==> src/rtl/led_pwm_pkg.sv <==
// Shared constants for the LED PWM output stage: register map, duty width,
// CTRL bit positions, reset values and the DUTY write saturation helper.
package led_pwm_pkg;

  typedef enum logic [1:0] {
    REG_CTRL       = 2'd0,
    REG_DUTY       = 2'd1,
    REG_BLINK_MASK = 2'd2,
    REG_BLINK_HALF = 2'd3
  } led_reg_e;

  localparam int DUTY_W       = 9;
  localparam int CTRL_EN_BIT  = 0;
  localparam int CTRL_INV_BIT = 1;

  localparam logic [DUTY_W-1:0] DUTY_FULL      = 9'd256;
  localparam logic [1:0]        CTRL_RST       = 2'b00;
  localparam logic [DUTY_W-1:0] DUTY_RST       = DUTY_FULL;
  localparam logic [31:0]       BLINK_MASK_RST = 32'h0000_0000;
  localparam logic [15:0]       BLINK_HALF_RST = 16'h0000;
  localparam logic [31:0]       LED_PIN_RST    = 32'h0000_0000;

  function automatic logic [DUTY_W-1:0] duty_sat(input logic [31:0] wdata);
    logic [DUTY_W-1:0] result;
    if (wdata > {23'd0, DUTY_FULL}) begin
      result = DUTY_FULL;
    end else begin
      result = wdata[DUTY_W-1:0];
    end
    return result;
  endfunction

endpackage

==> src/rtl/naive_bus.sv <==
// Simple peripheral bus: independent read and write request/grant channels.
interface naive_bus;
  logic        rd_req;
  logic        rd_gnt;
  logic [31:0] rd_addr;
  logic [31:0] rd_data;
  logic        wr_req;
  logic        wr_gnt;
  logic [31:0] wr_addr;
  logic [31:0] wr_data;

  modport master (
    output rd_req, rd_addr, wr_req, wr_addr, wr_data,
    input  rd_gnt, rd_data, wr_gnt
  );

  modport slave (
    input  rd_req, rd_addr, wr_req, wr_addr, wr_data,
    output rd_gnt, rd_data, wr_gnt
  );
endinterface

==> src/rtl/led_pwm_timebase.sv <==
// PWM timebase: clock prescaler, 8-bit PWM counter and the blink half-period
// counter with its phase flag. Emits a one-cycle strobe at every period wrap.
module led_pwm_timebase #(
  parameter int unsigned CLK_DIV = 195
) (
  input  logic        clk,
  input  logic        rst_n,
  input  logic [15:0] i_blink_half,
  input  logic        i_blink_restart,
  output logic        o_wrap,
  output logic [7:0]  o_pwm_cnt,
  output logic        o_phase
);

  localparam logic [15:0] DIV_LAST = 16'(CLK_DIV - 32'd1);

  logic [15:0] r_presc;
  logic [7:0]  r_pwm_cnt;
  logic [15:0] r_blink_cnt;
  logic        r_phase;
  logic        w_tick;
  logic        w_wrap;
  logic        w_blink_on;
  logic        w_blink_hit;

  assign w_tick      = (r_presc == DIV_LAST);
  assign w_wrap      = w_tick && (r_pwm_cnt == 8'hFF);
  assign w_blink_on  = (i_blink_half != 16'd0);
  assign w_blink_hit = w_blink_on && (r_blink_cnt == (i_blink_half - 16'd1));

  // prescaler and PWM counter
  always_ff @(posedge clk or negedge rst_n) begin
    if (!rst_n) begin
      r_presc   <= 16'd0;
      r_pwm_cnt <= 8'd0;
    end else if (w_tick) begin
      r_presc   <= 16'd0;
      r_pwm_cnt <= r_pwm_cnt + 8'd1;
    end else begin
      r_presc   <= r_presc + 16'd1;
      r_pwm_cnt <= r_pwm_cnt;
    end
  end

  // blink half-period counter; a BLINK_HALF write restarts it in the on phase
  always_ff @(posedge clk or negedge rst_n) begin
    if (!rst_n) begin
      r_blink_cnt <= 16'd0;
      r_phase     <= 1'b1;
    end else if (i_blink_restart) begin
      r_blink_cnt <= 16'd0;
      r_phase     <= 1'b1;
    end else if (w_wrap) begin
      if (w_blink_hit) begin
        r_blink_cnt <= 16'd0;
        r_phase     <= ~r_phase;
      end else if (w_blink_on) begin
        r_blink_cnt <= r_blink_cnt + 16'd1;
        r_phase     <= r_phase;
      end else begin
        r_blink_cnt <= 16'd0;
        r_phase     <= r_phase;
      end
    end else begin
      r_blink_cnt <= r_blink_cnt;
      r_phase     <= r_phase;
    end
  end

  assign o_wrap    = w_wrap;
  assign o_pwm_cnt = r_pwm_cnt;
  assign o_phase   = r_phase;

endmodule

==> src/rtl/led_pwm_drive.sv <==
// LED output stage: bus register file, period-aligned duty shadow and the
// registered pin driver. Define LED_PWM_GAMMA_EN for quadratic duty mapping.
module led_pwm_drive
  import led_pwm_pkg::*;
#(
  parameter int unsigned CLK_DIV = 195
) (
  input  logic        clk,
  input  logic        rst_n,
  input  logic [31:0] led_in,
  output logic [31:0] led_pin,
  naive_bus.slave     bus
);

  logic [1:0]        r_ctrl;
  logic [DUTY_W-1:0] r_duty;
  logic [DUTY_W-1:0] r_duty_shadow;
  logic [31:0]       r_blink_mask;
  logic [15:0]       r_blink_half;
  logic [31:0]       r_rd_data;
  logic [31:0]       r_led_pin;

  led_reg_e          w_wr_sel;
  led_reg_e          w_rd_sel;
  logic [31:0]       w_rd_mux;
  logic              w_blink_restart;
  logic              w_wrap;
  logic [7:0]        w_pwm_cnt;
  logic              w_phase;
  logic [DUTY_W-1:0] w_duty_eff;
  logic              w_pwm_on;
  logic [31:0]       w_blink_gate;
  logic [31:0]       w_led_next;
  logic              w_unused;

  assign w_wr_sel        = led_reg_e'(bus.wr_addr[3:2]);
  assign w_rd_sel        = led_reg_e'(bus.rd_addr[3:2]);
  assign bus.wr_gnt      = bus.wr_req;
  assign bus.rd_gnt      = bus.rd_req;
  assign w_blink_restart = bus.wr_req && (w_wr_sel == REG_BLINK_HALF);
  assign w_unused        = ^{bus.wr_addr[31:4], bus.wr_addr[1:0],
                             bus.rd_addr[31:4], bus.rd_addr[1:0]};

  led_pwm_timebase #(
    .CLK_DIV (CLK_DIV)
  ) u_timebase (
    .clk             (clk),
    .rst_n           (rst_n),
    .i_blink_half    (r_blink_half),
    .i_blink_restart (w_blink_restart),
    .o_wrap          (w_wrap),
    .o_pwm_cnt       (w_pwm_cnt),
    .o_phase         (w_phase)
  );

  // register file writes
  always_ff @(posedge clk or negedge rst_n) begin
    if (!rst_n) begin
      r_ctrl       <= CTRL_RST;
      r_duty       <= DUTY_RST;
      r_blink_mask <= BLINK_MASK_RST;
      r_blink_half <= BLINK_HALF_RST;
    end else if (bus.wr_req) begin
      case (w_wr_sel)
        REG_CTRL:       r_ctrl       <= bus.wr_data[1:0];
        REG_DUTY:       r_duty       <= duty_sat(bus.wr_data);
        REG_BLINK_MASK: r_blink_mask <= bus.wr_data;
        REG_BLINK_HALF: r_blink_half <= bus.wr_data[15:0];
        default:        r_ctrl       <= r_ctrl;
      endcase
    end else begin
      r_ctrl <= r_ctrl;
    end
  end

  // read mux over the stored (pre-write) register values
  always_comb begin
    w_rd_mux = 32'd0;
    case (w_rd_sel)
      REG_CTRL:       w_rd_mux = {30'd0, r_ctrl};
      REG_DUTY:       w_rd_mux = {23'd0, r_duty};
      REG_BLINK_MASK: w_rd_mux = r_blink_mask;
      REG_BLINK_HALF: w_rd_mux = {16'd0, r_blink_half};
      default:        w_rd_mux = 32'd0;
    endcase
  end

  // read data capture; holds between reads
  always_ff @(posedge clk or negedge rst_n) begin
    if (!rst_n) begin
      r_rd_data <= 32'd0;
    end else if (bus.rd_req) begin
      r_rd_data <= w_rd_mux;
    end else begin
      r_rd_data <= r_rd_data;
    end
  end

  assign bus.rd_data = r_rd_data;

  // duty shadow only moves on a period boundary so no period is ever split
  always_ff @(posedge clk or negedge rst_n) begin
    if (!rst_n) begin
      r_duty_shadow <= DUTY_RST;
    end else if (w_wrap) begin
      r_duty_shadow <= r_duty;
    end else begin
      r_duty_shadow <= r_duty_shadow;
    end
  end

`ifdef LED_PWM_GAMMA_EN
  logic [16:0] w_duty_sq;
  assign w_duty_sq  = {8'd0, r_duty_shadow} * {8'd0, r_duty_shadow};
  assign w_duty_eff = w_duty_sq[16:8];
`else
  assign w_duty_eff = r_duty_shadow;
`endif

  assign w_pwm_on     = ({1'b0, w_pwm_cnt} < w_duty_eff);
  assign w_blink_gate = ~r_blink_mask | {32{w_phase | (r_blink_half == 16'd0)}};
  assign w_led_next   = {32{r_ctrl[CTRL_INV_BIT]}} ^
                        ({32{r_ctrl[CTRL_EN_BIT] & w_pwm_on}} & led_in & w_blink_gate);

  // pin output register
  always_ff @(posedge clk or negedge rst_n) begin
    if (!rst_n) begin
      r_led_pin <= LED_PIN_RST;
    end else begin
      r_led_pin <= w_led_next;
    end
  end

  assign led_pin = r_led_pin;

endmodule

==> src/flat_wrapper.sv <==
// flat-port wrapper written by rule: the top's interface ports become plain ports
module led_pwm_drive_flat import led_pwm_pkg::*;
#(
  parameter int unsigned CLK_DIV = 195
)
  (clk, rst_n, led_in, led_pin, bus_rd_req, bus_rd_addr, bus_wr_req, bus_wr_addr, bus_wr_data, bus_rd_gnt, bus_rd_data, bus_wr_gnt);
  naive_bus bus_i ();
  input  logic clk;
  input  logic rst_n;
  input  logic [31:0] led_in;
  output logic [31:0] led_pin;
  input wire logic [$bits(bus_i.rd_req)-1:0] bus_rd_req;
  input wire logic [$bits(bus_i.rd_addr)-1:0] bus_rd_addr;
  input wire logic [$bits(bus_i.wr_req)-1:0] bus_wr_req;
  input wire logic [$bits(bus_i.wr_addr)-1:0] bus_wr_addr;
  input wire logic [$bits(bus_i.wr_data)-1:0] bus_wr_data;
  output wire logic [$bits(bus_i.rd_gnt)-1:0] bus_rd_gnt;
  output wire logic [$bits(bus_i.rd_data)-1:0] bus_rd_data;
  output wire logic [$bits(bus_i.wr_gnt)-1:0] bus_wr_gnt;
  assign bus_i.rd_req = bus_rd_req;
  assign bus_i.rd_addr = bus_rd_addr;
  assign bus_i.wr_req = bus_wr_req;
  assign bus_i.wr_addr = bus_wr_addr;
  assign bus_i.wr_data = bus_wr_data;
  assign bus_rd_gnt = bus_i.rd_gnt;
  assign bus_rd_data = bus_i.rd_data;
  assign bus_wr_gnt = bus_i.wr_gnt;
  led_pwm_drive #(.CLK_DIV(CLK_DIV)) u_core (.clk(clk), .rst_n(rst_n), .led_in(led_in), .led_pin(led_pin), .bus(bus_i));
endmodule
==> config.mk <==
export PLATFORM = sky130hd
export DESIGN_NAME = led_pwm_drive_flat
export DESIGN_NICKNAME = d
export VERILOG_FILES = /design/src/rtl/led_pwm_pkg.sv /design/src/rtl/naive_bus.sv /design/src/rtl/led_pwm_timebase.sv /design/src/rtl/led_pwm_drive.sv /design/src/flat_wrapper.sv
export SDC_FILE = /design/constraint.sdc
export NUM_CORES = 1
export LEC_CHECK = 0
export CAP_MARGIN = 25
export CORE_MARGIN = 2
export CORE_UTILIZATION = 55
export CTS_BUF_LIST = sky130_fd_sc_hd__clkbuf_16
export CTS_CLUSTER_DIAMETER = 40
export CTS_CLUSTER_SIZE = 20
export DETAILED_ROUTE_END_ITERATION = 10
export PLACE_DENSITY = 0.86
export SYNTH_ARGS = -nofsm -noshare
export SYNTH_HDL_FRONTEND = slang
export SYNTH_HIERARCHICAL = 1
export SYNTH_SLANG_ARGS = --single-unit
==> constraint.sdc <==
create_clock -name clk -period 7.6 [get_ports clk]
set_input_delay 1.52 -clock clk [delete_from_list [all_inputs] [get_ports clk]]
set_output_delay 1.52 -clock clk [all_outputs]
set_load 0.02 [all_outputs]
==> summary.txt <==
Finish
  • Antenna diode count: 0
  • Final net count: 1067
  • Area growth from synthesis to layout: 24.4%
  • Fin cells: 1146
  • Fraction of layout cells with a size suffix above 1: 20.3%
  • Utilization after layout: 70.4%
  • Fillers: 1092

Global routing
  • Initial antenna violation count: 0
  • Vias in the first global route: 6552
  • Total track usage: 26.5%
  • Pin count of the biggest net entering global routing: 95
  • First-pass GRT wire length: 34400 um
  • GRT overflow: 0

CTS
  • CTS Buffer Depth: 2
  • Cts hold-fix bufs: 0
  • Clock Root Buffer: clkbuf_16
  • CTS buffer count: 17
  • TritonCTS clock tree: done
  • # resized after CTS: 0
  • Clock transition at the registers of the reported paths: 0.06 ns
  • Clock sinks: 173
  • H-tree depth: 4
  • Post-CTS Setup Repair Bufs: 0
  • Clk Latency, worst-skew pair: 0.43 ns

Floorplanning
  • Starting Density: 56.6%
  • Die Wd: 130 um
  • # rows: 45
  • Die area: 16800 um^2
  • IO Count: 198
  • Die height: 130 um
  • Total core area: 15300 um^2

Route
  • # DRC: 0
  • Per-cell routed wire length: 18.8 um
  • Drt total wl: 21500 um
  • DR vias/cell: 5.71
  • Routed via count: 6549
  • Antenna viol nets, final: 0
  • First drt pass iteration count: 5
  • Initial drt markers: 481

Setup path
  • Top delay family on crit path: buffers and inverters
  • Most Frequent Cell on Critical Path: clkdlybuf4s50_1
  • Crit path max fanout: 41
  • Data arrival, critical path: 3.08 ns
  • CP bufs+invs: 3
  • CP max stage delay: 0.69 ns
  • Reg2reg setup slack: 4.21 ns
  • Reg2reg start: u_core/r_blink_half[1]
  • CP Launch Point: bus_rd_req
  • Critical path type: primary input to output port
  • Startpoint types: primary input
  • CP Capture Type: output port
  • Cell Chain, Critical Path: clkdlybuf4s50_1 -> buf_4 -> clkdlybuf4s50_1
  • CP required: 6.08 ns
  • Slowest stage cell, crit path: clkdlybuf4s50_1

Power
  • Worst VDD drop: 0.166 mV
  • PwrDens: 237 nW/um^2
  • P_leak: 4.43 nW

Place
  • GP Congestion: 0.841
  • Dpl ws: 3.01 ns
  • Buffers on Ports: 137
  • Dpl cells: 1111
  • Hpwl dp: 14800 um

Timing
  • Final hold violation count: 0
  • Final worst setup slack: 3.00 ns
  • RSZ-0062 raised after global routing: no
  • Crit share post-route: 60.6%
  • Clk_skew: 0.00958 ns
  • Setup TNS: 0 ns
  • Slew headroom: 34.4%
  • F_max: 217 MHz
  • Worst-margin pin slew: 0.985 ns
  • Final setup violation count: 0
  • Tmin final: 4.60 ns
  • Max Slew Vio Count: 0

Synth
  • Register area share after synthesis: 50.0%
  • Top-area cell type share of the netlist area: 49.1%
  • Number of flops mapped to enable cells by yosys: 0
  • Syn avg cell area: 10.9 um^2
  • Post-synth top cells: dfrtp_1, nand2_1, mux2_2, xnor2_1, inv_1
  • Area contributors post-synth: dfrtp_1, mux2_2, xnor2_1
  • Most used flip-flop cell after synthesis: dfrtp_1
  • Netlist Area Pre-Place: 8670 um^2
  • Yosys reg bits: 173
  • Cell taking the most area after synthesis: dfrtp_1
  • Post-Syn Nets: 938
  • Synth cell types: 61
  • Cells after Synth: 793
  • Most frequent cell after synthesis: dfrtp_1
  • Async SR Flop Fraction: 100%
  • Ys Warns: 6

Min path
  • Worst hold start: u_core/u_timebase/r_presc[15]
  • Min-delay worst type: register to register

Run status
  • Status: finished, final reports clean

Run
  • Max Cap Violations: 0
-- kinds of logic (layout without fill, tap and decap cells) --
group / Yosys count / after routing / synth area share, %
simple gates: 286 / 286 / 18.9
flops: 173 / 173 / 50.0
compound gates: 94 / 94 / 7.53
xor+xnor: 78 / 78 / 7.88
buf+inv: 77 / 219 / 4.30
mux: 72 / 72 / 9.49
fa+ha+maj: 13 / 13 / 1.88
-- cell type report --
type                    instances  area [um^2]  area share, %
multi-input cells             543         3980           36.9
inverters                      40          150           1.39
repair buffers                147         1470           13.6
clock inverters                15          163           1.51
well taps                     211          264           2.45
clock buffers                  17          425           3.94
flip-flops and latches        173         4330           40.2
-- routing by layer --
metal / vias to the layer above / global-route usage, % / share of wire, %
li1: 2999 / - / -
met1: 3273 / 36.7 / 43
met2: 251 / 42.8 / 49
met3: 26 / 4.54 / 6.2
met4: 0 / 8.79 / 1.6
met5: - / 0 / 0
-- sequential cells by signal (all words and copies together), names as in the netlist --
register,cells
u_core/r_duty,9
u_core/r_blink_mask,32
u_core/u_timebase/r_blink_cnt,16
u_core/u_timebase/o_phase,1
u_core/bus.rd_data,32
u_core/u_timebase/o_pwm_cnt,8
u_core/r_blink_half,16
u_core/led_pin,32
u_core/r_ctrl,2
u_core/r_duty_shadow,9
u_core/u_timebase/r_presc,16
-- through the flow --
step / hold slack [ns] / power (mW) / instance area [um^2]
final: 0.491 / 2.55 / 10800
after global routing: 0.509 / 2.65 / 10800
after CTS: 0.490 / 2.56 / 10700
after detailed placement: 0.479 / 1.68 / 10200
after global placement: 0.462 / 1.66 / 10200
after floorplan: 0.446 / 1.44 / 8670
-- layout by cell type, fill, tap and decap left out, types with 9 or more instances in the layout --
cell type / Yosys / final
xor2_1: 23 / 23
and3_1: 11 / 11
a21oi_1: 16 / 16
clkdlybuf4s50_1: 0 / 136
clkbuf_16: 0 / 17
mux2_2: 62 / 62
buf_4: 2 / 9
nand3_1: 23 / 23
inv_1: 40 / 40
nand2_2: 30 / 30
nand3_2: 30 / 30
nor3_1: 10 / 10
o21ai_0: 29 / 29
nor2_1: 29 / 29
nand2_1: 87 / 87
xnor2_1: 55 / 55
nor4_1: 15 / 15
dfrtp_1: 170 / 169
ha_1: 13 / 13
-- path summary, 6_finish.rpt --
kind / to / cells past startpoint
hold / removal: u_core/u_timebase/r_presc[15] / 1
setup / recovery: bus_rd_gnt / 3
min in group asynchronous: u_core/u_timebase/r_blink_cnt[1] / 1
max in group asynchronous: u_core/r_duty_shadow[8] / 3
setup reg to reg: u_core/u_timebase/r_blink_cnt[15] / 9
hold reg to reg: u_core/u_timebase/r_presc[15] / 1
-- where the power goes --
group / switching, mW / internal, mW / leakage, nW
registers: 0.138 / 1.03 / 2.16
logic: 0.245 / 0.264 / 1.98
clock network: 0.382 / 0.489 / 0.287
total: 0.765 / 1.79 / 4.43
No activity file was read; power rests on OpenSTA's default activity.
